<file path="src/rtl/mem_wb.sv">
// mem_wb: elastic MEM -> write-back pipeline register with a 2-entry skid
// buffer (main + skid), a forwarding lookup for ID, and a retired-write counter.
//
// Ports
//   clk, rst           : clock (rising edge), async active-low reset
//   mem_valid/ready    : MEM-side handshake; mem_ready depends only on flops + flush
//   mem_wd/wreg/wdata  : incoming result (dest reg, write enable, data)
//   flush              : synchronous discard of both buffered entries
//   wb_valid/ready     : write-back handshake
//   wb_wd/wreg/wdata   : presented entry (wd/wdata stale when !wb_valid)
//   fwd_raddr          : ID-stage lookup address
//   fwd_hit/fwd_data   : newest matching buffered write (0 when no match)
//   retire_cnt         : completed transfers with wb_wreg=1, wraps mod 2^CNT_W
module mem_wb #(
   parameter int CNT_W = 32
) (
   input  logic             clk,
   input  logic             rst,
   input  logic             mem_valid,
   output logic             mem_ready,
   input  logic [4:0]       mem_wd,
   input  logic             mem_wreg,
   input  logic [31:0]      mem_wdata,
   input  logic             flush,
   output logic             wb_valid,
   input  logic             wb_ready,
   output logic [4:0]       wb_wd,
   output logic             wb_wreg,
   output logic [31:0]      wb_wdata,
   input  logic [4:0]       fwd_raddr,
   output logic             fwd_hit,
   output logic [31:0]      fwd_data,
   output logic [CNT_W-1:0] retire_cnt
);

   typedef struct packed {
      logic        v;
      logic [4:0]  wd;
      logic        wreg;
      logic [31:0] wdata;
   } ent_t;

   ent_t main_q, skid_q, in_ent;
   logic accept, drain, hit_main, hit_skid;

   assign in_ent    = '{v: 1'b1, wd: mem_wd, wreg: mem_wreg, wdata: mem_wdata};

   // Ready comes from the skid flop only, so wb_ready never reaches mem_ready.
   assign mem_ready = !skid_q.v && !flush;
   assign accept    = mem_valid && mem_ready;
   assign wb_valid  = main_q.v && !flush;
   assign drain     = wb_valid && wb_ready;

   assign wb_wd     = main_q.wd;
   assign wb_wdata  = main_q.wdata;
   assign wb_wreg   = main_q.wreg && wb_valid;

   // r0 is hardwired zero, never forward it. Skid is younger, so it wins.
   assign hit_skid  = skid_q.v && skid_q.wreg && (skid_q.wd == fwd_raddr) && (fwd_raddr != 5'd0);
   assign hit_main  = main_q.v && main_q.wreg && (main_q.wd == fwd_raddr) && (fwd_raddr != 5'd0);
   assign fwd_hit   = (hit_skid || hit_main) && !flush;
   assign fwd_data  = hit_skid ? skid_q.wdata :
                      hit_main ? main_q.wdata : 32'd0;

   always_ff @(posedge clk or negedge rst) begin
      if (!rst) begin
         main_q     <= '0;
         skid_q     <= '0;
         retire_cnt <= '0;
      end else if (flush) begin
         main_q.v <= 1'b0;
         skid_q.v <= 1'b0;
      end else begin
         if (drain && wb_wreg)
            retire_cnt <= retire_cnt + CNT_W'(1);
         if (drain) begin
            if (skid_q.v) begin
               // mem_ready was low, so no accept can coincide with this move.
               main_q   <= skid_q;
               skid_q.v <= 1'b0;
            end else if (accept) begin
               main_q <= in_ent;
            end else begin
               main_q.v <= 1'b0;
            end
         end else if (accept) begin
            if (main_q.v) skid_q <= in_ent;
            else          main_q <= in_ent;
         end
      end
   end

endmodule

</file>
<file path="config.mk">
export PLATFORM = sky130hd
export DESIGN_NAME = mem_wb
export DESIGN_NICKNAME = d
export VERILOG_FILES = /design/src/rtl/mem_wb.sv
export SDC_FILE = /design/constraint.sdc
export NUM_CORES = 1
export LEC_CHECK = 0
export ABC_AREA = 1
export CORE_ASPECT_RATIO = 1.75
export CORE_MARGIN = 3
export CORE_UTILIZATION = 55
export DETAILED_ROUTE_END_ITERATION = 7
export PLACE_DENSITY = 0.95
export SYNTH_ARGS = -nofsm -noshare
export SYNTH_HDL_FRONTEND = slang
export SYNTH_SLANG_ARGS = --single-unit
</file>
<file path="constraint.sdc">
create_clock -name clk -period 4.6 [get_ports clk]
set_input_delay 0.92 -clock clk [delete_from_list [all_inputs] [get_ports clk]]
set_output_delay 0.92 -clock clk [all_outputs]
set_load 0.01 [all_outputs]
</file>
==> results.sh <==
export IMPL_outcome="complete, no violations"
export IMPL_peakVddDrop_v=0.000222
export IMPL_cts_root_buffer="clkbuf_16"
export IMPL_nets=1065
export IMPL_start_kind="primary input"
export IMPL_r2r_slack_ns=2.27
export IMPL_yosys_register_bits=110
export IMPL_hp_start="wb_wdata[19]"
export IMPL_grt_pass1_wl_mm=27.9
export IMPL_grt_usage=0.271
export IMPL_final_cell_mix="378 x nand2_1, 151 x clkdlybuf4s50_1, 110 x dfrtp_1"
export IMPL_clkSinkCount=110
export IMPL_setup_violations=0
export IMPL_cp_required_ns=3.68
export IMPL_insertion_delay_ns=0.35
export IMPL_die_y_microns=149
export IMPL_cts_tree="yes"
export IMPL_rsz0062_at_grt="false"
export IMPL_met2_usage=0.469
export IMPL_initial_utilization=0.569
export IMPL_num_rows=51
export IMPL_synthesis_area_sq_um=6420
export IMPL_synth_area_leaders="dfrtp_1 43%, nand2_1 22%, o21ai_0 6.0%"
export IMPL_placedCellCount=1137
export IMPL_ys_types=29
export IMPL_fin_setup_tns_ns=0
export IMPL_multi_input_area_sq_um=2920
export IMPL_gr_total_overflow=0
export IMPL_avgSynthCellArea_sq_um=6.97
export IMPL_die_w_microns=87.7
export IMPL_use_met1=0.313
export IMPL_hold_end="wb_wdata[19]"
export IMPL_tightestPinTransition_ns=0.774
export IMPL_wl_per_cell_microns=15.1
export IMPL_ff_latch_area_sq_um=2750
export IMPL_syn_nets=970
export IMPL_grtUsageMet3=0.0453
export IMPL_numCtsBuffers=9
export IMPL_cts_hold_buf=0
export IMPL_cellLeakagePower_nw=3.76
export IMPL_firstDrtPassIters=7
export IMPL_layout_worst_path_cycle_share=0.885
export IMPL_path_max_fanout=32
export IMPL_clock_skew_ns=0.0115
export IMPL_layout_commonest_cell="nand2_1"
export IMPL_ys_warnings_count=0
export IMPL_hpwlAfterDp_mm=12.4
export IMPL_n_fill_cell=903
export IMPL_grt_start_max_net_pins=78
export IMPL_drc=0
export IMPL_worst_setup_path_type="in2out"
export IMPL_first_iter_violations=287
export IMPL_yosysTopAreaCellShare=0.429
export IMPL_drt_wl_total_mm=17.4
export IMPL_r2r_end="wb_wdata[12]"
export IMPL_whs_path_depth=2
export IMPL_fmax_mhz=246
export IMPL_arrival_ns=3.15
export IMPL_die_area_sq_um=13100
export IMPL_yosys_area_top_type="dfrtp_1"
export IMPL_grt_busiest_layer="met2"
export IMPL_num_antenna_cells=0
export IMPL_rr_worst_depth=8
export IMPL_htree_levels=3
export IMPL_core_sq_um=11300
export IMPL_hold_viol=0
export IMPL_finalMaxSlewViolations=0
export IMPL_antenna_found_initial=0
export IMPL_via_count=6232
export IMPL_grt_pass1_vias=5961
export IMPL_fin_cells=1153
export IMPL_yosysSeqAreaShare=0.429
export IMPL_place_congestion=0.950
export IMPL_cap_violations=0
export IMPL_p_per_area_nw_per_um2=339
export IMPL_ant_nets=0
export IMPL_cp_end_kind="output port"
export IMPL_min_period_ns=4.07
export IMPL_postCtsSetupBuffers=0
export IMPL_port_buffers=152
export IMPL_clk_pin_slew_ns=0.08
export IMPL_cts_resized_gates=0
export IMPL_cts_buffer_depth=2
export IMPL_io_pins=153
export IMPL_hold_class="reg2reg"
export IMPL_syn2layout_area_growth_pct=24.3
export IMPL_maxSlewHeadroom=0.484
export IMPL_r2r_start="main_q[38]"
export IMPL_routed_via_density=5.41
export IMPL_synthCells=921
export IMPL_drive_gt1_frac=0.0362
-- cell usage after synthesis --
library cell and n:
inv_2 3, a21oi_1 5, nand3_1 47, nor3b_2 1
nand2_2 1, nand2_4 2, o21ai_1 39, nor3_1 3
buf_2 17, inv_4 1, nand4_1 4, nand3b_1 4
nor3_4 1, nor2_2 1, ha_1 1, buf_4 41
nor2_8 4, clkbuf_1 13, o211ai_1 2, o21bai_1 1
o21ai_0 77, inv_1 75, buf_1 1, dfrtp_1 110
xor2_1 7, nand2_1 378, nor2_1 73, xnor2_1 8
buf_6 1
-- cells by family after synthesis --
family	share of synthesized area
fa+ha+maj	0.00195
compound gates	0.0978
buf+inv	0.118
flops	0.429
xor+xnor	0.0205
simple gates	0.334
-- critical path, stage by stage --
cell and delay [ns]:
clkdlybuf4s50_1 0.53, inv_1 0.07, nand3_1 0.10, nor2_1 0.06, nor2_1 0.11, nand2_1 0.09
inv_2 0.44, nand2_1 0.13, nand2_1 0.11, clkdlybuf4s50_1 0.57
-- stage by stage --
| step | total power, mW | utilization | hold WS [ns] | setup slack, ns | instance area [sq um] |
|---|---|---|---|---|---|
| 6_report | 2.71 | 0.707 | 0.510 | 0.527 | 7980 |
| 5_1_grt | 2.85 | 0.707 | 0.536 | 0.332 | 7980 |
| 3_5_place_dp | 1.96 | 0.681 | 0.493 | 0.577 | 7690 |
| 2_1_floorplan | 1.71 | - | 0.473 | 1.78 | 6420 |
| 3_3_place_gp | 1.93 | 0.681 | 0.487 | 0.604 | 7690 |
| 4_1_cts | 2.72 | 0.707 | 0.511 | 0.528 | 7980 |
-- where the power goes --
part	internal [mW]	total (mW)	switching (mW)	leakage, nW
clock	0.380	0.756	0.376	0.140
combinational	0.307	0.619	0.312	2.21
sequential	1.16	1.33	0.176	1.41
total	1.84	2.71	0.864	3.76
-- how the worst max path moves through the flow --
stage | start | cells past startpoint | to
global placement | fwd_raddr[0] | 10 | fwd_data[6]
detailed placement | fwd_raddr[3] | 10 | fwd_data[1]
floorplan | fwd_raddr[1] | 8 | fwd_data[22]
finish | fwd_raddr[3] | 10 | fwd_data[2]
global route | fwd_raddr[3] | 10 | fwd_data[17]
CTS | fwd_raddr[3] | 10 | fwd_data[2]
-- area by class of cell --
cell class | count | share of cell area
inverters | 79 | 0.0375
repair buffers | 157 | 0.195
well taps | 132 | 0.0207
flip-flops and latches | 110 | 0.345
multi-input cells | 659 | 0.365
clock buffers | 9 | 0.0282
clock inverters | 7 | 0.00815
-- layer usage --
layer  up-vias  wire (microns)
li1       3023               -
met2       276            8970
met4         0             898
met5         -               0
met3        61            1150
met1      2872            6370
-- registers in the layout (all words and copies together), names as in the netlist --
name and flops:
wb_wdata 32, wb_wd 5, skid_q 39, retire_cnt 32
main_q 2
No activity file was read; power rests on OpenSTA's default activity.
